### config.mk
export PLATFORM = sky130hd
export DESIGN_NAME = matmul_operand_sequencer
export DESIGN_NICKNAME = d
export VERILOG_FILES = /design/src/rtl/mm_pkg.sv /design/src/rtl/mm_index_counter.sv /design/src/rtl/matmul_operand_sequencer.sv
export SDC_FILE = /design/constraint.sdc
export NUM_CORES = 2
export LEC_CHECK = 0
export ABC_AREA = 1
export ABC_CLOCK_PERIOD_IN_PS = 2500
export CAP_MARGIN = 5
export CORE_AREA = 10 10 715 717
export DETAILED_ROUTE_END_ITERATION = 6
export DIE_AREA = 0 0 725 727
export GPL_TIMING_DRIVEN = 0
export SLEW_MARGIN = 20
export SYNTH_ARGS = -nofsm -noshare
export SYNTH_HDL_FRONTEND = slang
export SYNTH_SLANG_ARGS = --single-unit
### constraint.sdc
create_clock -name clk -period 2.5 [get_ports clk]
set_input_delay 0.5 -clock clk [delete_from_list [all_inputs] [get_ports clk]]
set_output_delay 0.5 -clock clk [all_outputs]
set_load 0.05 [all_outputs]
### src/rtl/mm_pkg.sv
// Shared types and constants for the matrix-multiplier job controller.
package mm_pkg;

  localparam int unsigned WORD_W = 32;

  localparam logic [WORD_W-1:0] FP_ZERO = 32'h0000_0000;
  localparam logic [WORD_W-1:0] FP_ONE  = 32'h3F80_0000;

  typedef enum logic [2:0] {
    ST_IDLE,
    ST_LAUNCH,
    ST_WAIT_ACK,
    ST_WAIT_RESULT,
    ST_RELEASE,
    ST_DONE
  } mm_state_e;

  // Bit offset of element (r,c) in a row-major packed N x N word matrix.
  function automatic int unsigned elem_lo(input int unsigned r,
                                          input int unsigned c,
                                          input int unsigned n);
    return WORD_W * (r * n + c);
  endfunction

endpackage

### src/rtl/mm_index_counter.sv
// Row/column walker over an N x N result grid, row-major, with last-element flag.
module mm_index_counter #(
  parameter  int unsigned N  = 4,
  localparam int unsigned IW = (N > 1) ? $clog2(N) : 1
) (
  input  logic          clk,
  input  logic          rst,
  input  logic          i_clear,
  input  logic          i_advance,
  output logic [IW-1:0] o_i,
  output logic [IW-1:0] o_j,
  output logic          o_last
);

  localparam logic [IW-1:0] LAST_IDX = IW'(N - 1);

  logic [IW-1:0] r_i;
  logic [IW-1:0] r_j;

  always_ff @(posedge clk or negedge rst) begin
    if (!rst) begin
      r_i <= '0;
      r_j <= '0;
    end else if (i_clear) begin
      r_i <= '0;
      r_j <= '0;
    end else if (i_advance) begin
      if (r_j == LAST_IDX) begin
        r_j <= '0;
        r_i <= (r_i == LAST_IDX) ? '0 : r_i + 1'b1;
      end else begin
        r_j <= r_j + 1'b1;
      end
    end
  end

  assign o_i    = r_i;
  assign o_j    = r_j;
  assign o_last = (r_i == LAST_IDX) && (r_j == LAST_IDX);

endmodule

### src/rtl/matmul_operand_sequencer.sv
// Job controller feeding row/column operand pairs to one inner_product unit
// and assembling the returned scalars into the registered result matrix.
module matmul_operand_sequencer
  import mm_pkg::*;
#(
  parameter int unsigned N              = 4,
  parameter int unsigned TIMEOUT_CYCLES = 4096
) (
  input  logic                  clk,
  input  logic                  rst,
  input  logic                  start,
  input  logic [WORD_W*N*N-1:0] a_in,
  input  logic [WORD_W*N*N-1:0] b_in,
  output logic                  busy,
  output logic                  done,
  output logic                  err,
  output logic [WORD_W*N*N-1:0] c_out,
  output logic [WORD_W*N-1:0]   ip_row,
  output logic [WORD_W*N-1:0]   ip_col,
  output logic                  ip_row_stb,
  output logic                  ip_col_stb,
  output logic                  ip_out_ack,
  input  logic                  ip_row_ack,
  input  logic                  ip_col_ack,
  input  logic [WORD_W-1:0]     ip_out,
  input  logic                  ip_out_stb
);

  localparam int unsigned IW = (N > 1) ? $clog2(N) : 1;
  localparam int unsigned TW = (TIMEOUT_CYCLES > 1) ? $clog2(TIMEOUT_CYCLES) : 1;
  localparam logic [TW-1:0] TLAST = TW'((TIMEOUT_CYCLES == 0) ? 0 : TIMEOUT_CYCLES - 1);

  mm_state_e             r_state;
  logic [WORD_W*N*N-1:0] r_a;
  logic [WORD_W*N*N-1:0] r_b;
  logic [WORD_W*N*N-1:0] r_c;
  logic [WORD_W*N-1:0]   r_row;
  logic [WORD_W*N-1:0]   r_col;
  logic                  r_row_stb;
  logic                  r_col_stb;
  logic                  r_out_ack;
  logic                  r_busy;
  logic                  r_done;
  logic                  r_err;
  logic [TW-1:0]         r_tcnt;

  logic [IW-1:0]         w_i;
  logic [IW-1:0]         w_j;
  logic                  w_last;
  logic                  w_clear;
  logic                  w_advance;
  logic [WORD_W*N-1:0]   w_row;
  logic [WORD_W*N-1:0]   w_col;

  assign w_clear   = (r_state == ST_IDLE) && start;
  assign w_advance = (r_state == ST_RELEASE) && !ip_out_stb;

  mm_index_counter #(.N(N)) u_idx (
    .clk       (clk),
    .rst       (rst),
    .i_clear   (w_clear),
    .i_advance (w_advance),
    .o_i       (w_i),
    .o_j       (w_j),
    .o_last    (w_last)
  );

  // Row i of A and column j of B, gathered from the captured matrices.
  always_comb begin
    w_row = '0;
    w_col = '0;
    for (int unsigned k = 0; k < N; k++) begin
      w_row[WORD_W*k +: WORD_W] = r_a[elem_lo(32'(w_i), k, N) +: WORD_W];
      w_col[WORD_W*k +: WORD_W] = r_b[elem_lo(k, 32'(w_j), N) +: WORD_W];
    end
  end

  always_ff @(posedge clk or negedge rst) begin
    if (!rst) begin
      r_state   <= ST_IDLE;
      r_a       <= '0;
      r_b       <= '0;
      r_c       <= '0;
      r_row     <= '0;
      r_col     <= '0;
      r_row_stb <= 1'b0;
      r_col_stb <= 1'b0;
      r_out_ack <= 1'b0;
      r_busy    <= 1'b0;
      r_done    <= 1'b0;
      r_err     <= 1'b0;
      r_tcnt    <= '0;
    end else begin
      r_done <= 1'b0;
      case (r_state)
        ST_IDLE: begin
          if (start) begin
            r_a <= a_in;
            r_b <= b_in;
            for (int unsigned e = 0; e < N*N; e++) begin
              r_c[WORD_W*e +: WORD_W] <= FP_ZERO;
            end
            r_err   <= 1'b0;
            r_busy  <= 1'b1;
            r_state <= ST_LAUNCH;
          end
        end
        ST_LAUNCH: begin
          r_row     <= w_row;
          r_col     <= w_col;
          r_row_stb <= 1'b1;
          r_col_stb <= 1'b1;
          r_out_ack <= 1'b1;
          r_state   <= ST_WAIT_ACK;
        end
        ST_WAIT_ACK: begin
          if (ip_row_ack && ip_col_ack) begin
            r_row_stb <= 1'b0;
            r_col_stb <= 1'b0;
            r_tcnt    <= '0;
            r_state   <= ST_WAIT_RESULT;
          end
        end
        ST_WAIT_RESULT: begin
          r_tcnt <= r_tcnt + 1'b1;
          if (ip_out_stb) begin
            r_c[elem_lo(32'(w_i), 32'(w_j), N) +: WORD_W] <= ip_out;
            r_state <= ST_RELEASE;
          end else if ((TIMEOUT_CYCLES != 0) && (r_tcnt == TLAST)) begin
            r_err   <= 1'b1;
            r_done  <= 1'b1;
            r_state <= ST_DONE;
          end
        end
        // The unit keeps its out stb high if relaunched early, so hold here
        // until it drops before moving to the next element.
        ST_RELEASE: begin
          if (!ip_out_stb) begin
            if (w_last) begin
              r_done  <= 1'b1;
              r_state <= ST_DONE;
            end else begin
              r_state <= ST_LAUNCH;
            end
          end
        end
        ST_DONE: begin
          r_busy    <= 1'b0;
          r_out_ack <= 1'b0;
          r_state   <= ST_IDLE;
        end
        default: r_state <= ST_IDLE;
      endcase
    end
  end

  assign busy       = r_busy;
  assign done       = r_done;
  assign err        = r_err;
  assign c_out      = r_c;
  assign ip_row     = r_row;
  assign ip_col     = r_col;
  assign ip_row_stb = r_row_stb;
  assign ip_col_stb = r_col_stb;
  assign ip_out_ack = r_out_ack;

endmodule

### Yosys cells after proc, flatten, opt, wreduce, memory -nomap -nowiden

Index checks and enable logic that the tools add are counted.

* shift-type cells: 10
* multiplexer cells: 34
* bitwise gates (word level): 0
* reduce and logical (&&, ||, !) cells: 21
* $add $sub $neg: 11
* equal/unequal tests: 15
* multipliers: 0
* divide/modulo/power cells: 0
* $lt $le $gt $ge: 0

Operator list (count)
* indexed part select 512 x 11 -> 32 bit: 5
* 2-to-1 mux 512 bit: 2
* one-hot mux 512 bit (2 select lines): 1
* indexed part select 512 x 10 -> 32 bit: 2
* bitwise mux 512 bit: 1
* variable shift 32 x 34 -> 512 bit (first input constant): 1
* indexed part select 32 x 34 -> 512 bit: 1
* indexed part select 512 x 8 -> 32 bit: 1
* negation 10 -> 34 bit: 1
* one-hot mux 12 bit (2 select lines): 1
* 2-to-1 mux 3 bit: 6
* one-hot mux 3 bit (5 select lines): 1
* 2-to-1 mux 2 bit: 7
* nonzero test 2 bit: 7
* adder 12 x 1 -> 12 bit (second input constant): 1
* == test 12 bit (second input constant): 1
* 2-to-1 mux 12 bit: 1
* != test 2 bit (second input constant): 6
* adder 4 x 2 -> 5 bit (first input constant): 2
* adder 4 x 2 -> 5 bit (second input constant): 2
* one-hot mux 1 bit (2 select lines): 5
* AND reduction 2 bit: 5
* 2-to-1 mux 1 bit: 9
* AND reduction 4 bit: 2
* 13 further kinds: 20

* bits in read-only memories: 0
* output and inout bits: 774
* bits in registers: 1816
* latch bits: 0
* memories: 0
* input bits: 1062
* RAM bits: 0
* logic and storage cells: 105

### Logic depth before layout (Yosys ltp)

* depth in word-level cells: 6
* gate-level depth with buffers: 15
* gate-level depth less buffers: 12

### Modules after synthesis

From an unflattened synthesis, not the netlist that was laid out.

* cells, all modules: 9785
* area total of the unflattened synthesis: 77735.8 sq um

Modules (own cells, without submodules)
* matmul_operand_sequencer: sequential area each 45343.5 sq um, area an instance 77526.9 sq um, instances 1, cells an instance 9760
* mm_index_counter: sequential area each 100.1 sq um, area an instance 209.0 sq um, instances 1, cells an instance 25

### Worst setup path before layout

OpenSTA, ideal clock, no wires.

* path kind: reg2reg
* start: register u_idx.r_j[0], in the netlist u_idx.o_j[0]
* end: register r_c[23], in the netlist c_out[23]
* required time: 2.366 ns
* path slack: -0.175 ns
* path buffers: 4
* stages on the path, launching flop included: 15
* setup time: 0.134 ns
* data arrival time: 2.541 ns
* cells stage by stage: dfrtp_1 inv_1 clkbuf_1 clkbuf_1 ha_1 buf_2 nor2_1 inv_1 nor2_1 nand3_1 nand2_1 nand2_1 clkbuf_1 nand2_1 o21ai_0

* word-level cells in the longest chain between the ends: 6

Ends and longest elaborated chain
* start, declared: RTL line mm_index_counter.sv:18 `logic [IW-1:0] r_j;`
* start signal, assigned: RTL line mm_index_counter.sv:32 `r_j <= r_j + 1'b1;`
* adder 4 x 2 -> 5 bit *: RTL line mm_pkg.sv:22 `return WORD_W * (r * n + c);`
* negation 10 -> 34 bit *: RTL line matmul_operand_sequencer.sv:127 `r_c[elem_lo(32'(w_i), 32'(w_j), N) +: WORD_W] <= ip_out;`
* indexed part select 32 x 34 -> 512 bit or variable shift 32 x 34 -> 512 bit (tied branches): RTL line matmul_operand_sequencer.sv:127
* bitwise mux 512 bit *: RTL line matmul_operand_sequencer.sv:127
* 2-to-1 mux 512 bit *: RTL line matmul_operand_sequencer.sv:126 `if (ip_out_stb) begin`
* one-hot mux 512 bit (2 select lines) *: RTL line matmul_operand_sequencer.sv:95 `case (r_state)`
* end signal, assigned by index: RTL line matmul_operand_sequencer.sv:127
* end, declared: RTL line matmul_operand_sequencer.sv:36 `logic [WORD_W*N*N-1:0] r_c;`

Mark *: on every way between the ends. The rest lies on a longest branch, timed or not. The select of a mux whose other input is x is not followed.
A chain may end at the register's enable or synchronous reset.

### Final worst setup path

* start: register u_idx.r_j[0], in the netlist u_idx.o_j[0]
* end: register r_c[487], in the netlist c_out[487]

Same word-level chain as after synthesis.

==> impl_metrics.env <==
export IMPL_worst_skew_pair_late_latency_ns=1.00
export IMPL_rrSetupSlack_ns=-0.58
export IMPL_dominantRegCellSynth="dfrtp_1"
export IMPL_timing_critical_path_fanout_max=6
export IMPL_portBuffers=1835
export IMPL_cts_tree="done"
export IMPL_grt_antenna_before_repair=237
export IMPL_maximum_clock_skew_at_final_layout_ns=0.125
export IMPL_grt_pass1_vias=77179
export IMPL_ant_nets=0
export IMPL_post_layout_total_power_mw=155
export IMPL_post_place_setup_slack_ns=-4.69
export IMPL_critical_path_class="flop to flop"
export IMPL_die_area_um2=527000
export IMPL_timing_final_setup_violations=1823
export IMPL_grt_setup_unrepaired="yes"
export IMPL_p_leak_nw=54.6
export IMPL_floorplan_initialDensity_pct=15.5
export IMPL_critical_path_most_common_cell="buf_12"
export IMPL_nFillCells=54163
export IMPL_vdd_ir_drop_worst_mv=0.933
export IMPL_detailedRoute_firstPassIterationCount=6
export IMPL_achievable_frequency_ghz=0.324
export IMPL_power_per_cell_area_nw_per_um2=1280
export IMPL_most_frequent_standard_cell_in_the_layout_excluding_fill_and_tap_cells="nand2_1"
export IMPL_grt_util_met2_pct=38.8
export IMPL_critical_path_max_stage_delay_ns=0.37
export IMPL_cts_max_path_buffers=4
export IMPL_number_of_violations_reported_at_the_end_of_detailed_routing_iteration_0=7294
export IMPL_met3_usage_pct=6.14
export IMPL_final_min_period_over_clock_period_pct=123
export IMPL_cts_hold_repair_buffers=153
export IMPL_io_pins=1836
export IMPL_crit_required_ns=3.31
export IMPL_number_of_enable_flip_flop_cells_after_synthesis=0
export IMPL_synth_warning_count=0
export IMPL_post_synth_cell_area_avg_um2=8.13
export IMPL_cts_max_level=4
export IMPL_detailedPlacementHpwl_mm=503
export IMPL_fin_ws_ns=-0.583
export IMPL_sinks_on_the_clock_net=1816
export IMPL_run_status="finished, violations left"
export IMPL_worst_setup_path_start_kind="flop"
export IMPL_grt_busiest_layer="met2"
export IMPL_finalWeightedCongestion=0.948
export IMPL_hold_crit_path_type="input pin to asynchronous set/reset pin"
export IMPL_routed_via_density=4.18
export IMPL_min_cycle_time_layout_ns=3.08
export IMPL_wirelength_mm=607
export IMPL_detail_route_drc_violations=0
export IMPL_maximum_number_of_pins_on_one_net_before_global_route_repair=145
export IMPL_tritoncts_num_buffers=225
export IMPL_timing_critical_path_slowest_stage_cell="dfrtp_2"
export IMPL_timing_critical_path_to_type="flop"
export IMPL_grt_overflow=0
export IMPL_num_vias=78823
export IMPL_rows=259
export IMPL_floorplan_die_width_um=725
export IMPL_clock_tree_root_cell="clkbuf_16"
export IMPL_grt_first_pass_wirelength_mm=773
export IMPL_design_core_area_um2=496000
export IMPL_most_common_layout_cells="nand2_1 (4136), dfrtp_1 (1813), clkdlybuf4s50_1 (1788), o21ai_0 (1137), nor2_1 (357)"
export IMPL_vert_die_dim_um=727
export IMPL_finalHoldViolCount=102
export IMPL_synth_cell_types=29
export IMPL_netlist_area_um2=76900
export IMPL_clk_slew_on_worst_s_h_paths_ns=0.06
export IMPL_synth_seq_area_share_pct=59.1
export IMPL_gr_usage_all_layers_pct=21.9
export IMPL_violated_checks="negative hold slack, negative setup slack"
export IMPL_netlist_instances=9456
export IMPL_timing_max_cap_violations=0
export IMPL_wl_per_cell_um=32.2
export IMPL_timing_worst_slew_pin_value_ns=1.12
export IMPL_slew_headroom_pct=25.1
export IMPL_globalRouteMet1Util_pct=23.9
export IMPL_hold_slack_ns=-0.468
export IMPL_numnets_final=12909
export IMPL_crit_arrival_ns=3.89
export IMPL_ys_seq_elements=1816
export IMPL_area_growth_synth_to_final_pct=56.6
export IMPL_slew_violations=0
export IMPL_final_layout_size_suffix_gt1_share_pct=11.8
export IMPL_synth_async_reset_ratio_pct=100
export IMPL_postSynthNetCount=10526
export IMPL_cell_chain_of_the_critical_path="buf_12 -> clkinvlp_4 -> clkbuf_16 -> clkbuf_16 -> ha_4 -> inv_2 -> nand2_4 -> nand2_8 -> inv_12 -> nor2_4 -> buf_12 -> inv_8 -> nor2_4 -> buf_12 -> buf_16 -> buf_12 -> clkbuf_16 -> nand2_2 -> o21ai_1"
worst paths after layout:
check                              from         end  cells after the start
setup / recovery           u_idx.o_j[0]  c_out[487]                     19
max in group asynchronous           rst     r_b[98]                      5
setup reg to reg           u_idx.o_j[0]  c_out[487]                     19
hold reg to reg               c_out[93]   c_out[93]                      2
min in group clk              a_in[419]    r_a[419]                      3
hold / removal                      rst  c_out[308]                      1
registers in the layout, summed over array words and instances, names as in the netlist, 2 cells and up:
| name | flops |
|---|---|
| c_out | 512 |
| r_a | 512 |
| r_b | 512 |
| ip_col | 128 |
| ip_row | 128 |
| r_tcnt | 12 |
| r_state | 3 |
| u_idx.o_i | 2 |
| u_idx.o_j | 2 |
through the flow:
stage	hold WS [ns]	TNS [ns]	cells	instance area, um2	utilization (%)
final	-0.468	-433.96	18862	120000	24.3
after global routing	-0.463	-694.08	18790	120000	24.2
after CTS	-0.532	-790.34	18623	117000	23.5
after detailed placement	0.458	-4035.46	17992	105000	21.1
after global placement	0.456	-	17946	104000	20.9
after floorplan	0.204	0	9456	76900	-
power by group:
| part | switching, mW | internal [mW] | leakage (nW) |
|---|---|---|---|
| Combinational | 54.5 | 19.7 | 27.3 |
| Clock | 15.0 | 20.7 | 3.87 |
| Sequential | 5.38 | 39.4 | 23.4 |
| Total | 74.8 | 79.9 | 54.6 |
cell usage after synthesis (2+ instances only):
cell | instances | area share, %
nand2_2 | 2 | 0.016
o21ai_1 | 82 | 0.53
buf_6 | 5 | 0.073
nor2_1 | 450 | 2.2
a21oi_1 | 261 | 1.7
buf_2 | 144 | 0.94
buf_4 | 16 | 0.16
o21ai_0 | 1309 | 8.5
nand2_1 | 4297 | 21
dfrtp_1 | 1816 | 59
nand4_1 | 5 | 0.041
ha_1 | 8 | 0.13
nor3_1 | 26 | 0.17
nor2_4 | 4 | 0.059
o22ai_1 | 3 | 0.024
buf_1 | 58 | 0.28
clkbuf_1 | 393 | 1.9
nand3_1 | 199 | 1.3
inv_1 | 361 | 1.8
inv_2 | 8 | 0.039
layout make-up:
class                           instances  area [um2]  area share (%)
Tap cell                             6655        8330            6.91
Sequential cell                      1816       45400            37.7
Multi-Input combinational cell       6654       30200            25.0
Buffer                                614        4130            3.43
Clock buffer                          300        6310            5.24
Timing Repair Buffer                 2157       22500            18.7
Inverter                              371        1500            1.25
Clock inverter                        118        1610            1.33
Antenna cell                          177         443           0.368
logic make-up (layout without fill, tap and decap cells):
| logic type | Yosys count | in the layout | share of synthesized area (%) |
|---|---|---|---|
| adder cells (fa/ha/maj) | 8 | 8 | 0.130 |
| flip-flops | 1816 | 1816 | 59.1 |
| AND/OR/NAND/NOR | 4986 | 4987 | 24.8 |
| buffers and inverters | 987 | 3560 | 5.18 |
| multiplexers | 1 | 1 | 0.0130 |
| other | 0 | 177 | 0 |
| AO/OA/AOI/OAI | 1658 | 1658 | 10.8 |
repair_timing:
| action | in CTS | in global routing |
|---|---|---|
| cloned | 6 | 26 |
| buffers inserted | 57 | 38 |
| resized for setup | 651 | 879 |
| hold endpoints to repair | 259 | 102 |
| pin swaps | 24 | 79 |
| setup endpoints to repair | 2642 | 2538 |
per-layer routing:
metal	part of all wire [%]	vias up
li1	-	34857
met1	36	39004
met2	50	3861
met3	7.7	1025
met4	6.1	76
met5	0.082	-
worst max-delay path: cells and delay by family (launching register included):
kind | cells | cell delay, ns
buffers and inverters | 12 | 1.71
DFF | 1 | 0.37
AOI/OAI and AO/OA | 1 | 0.11
adders and majority gates | 1 | 0.21
and+or+nand+nor | 5 | 0.45
Power figures use the tool's default switching activity.
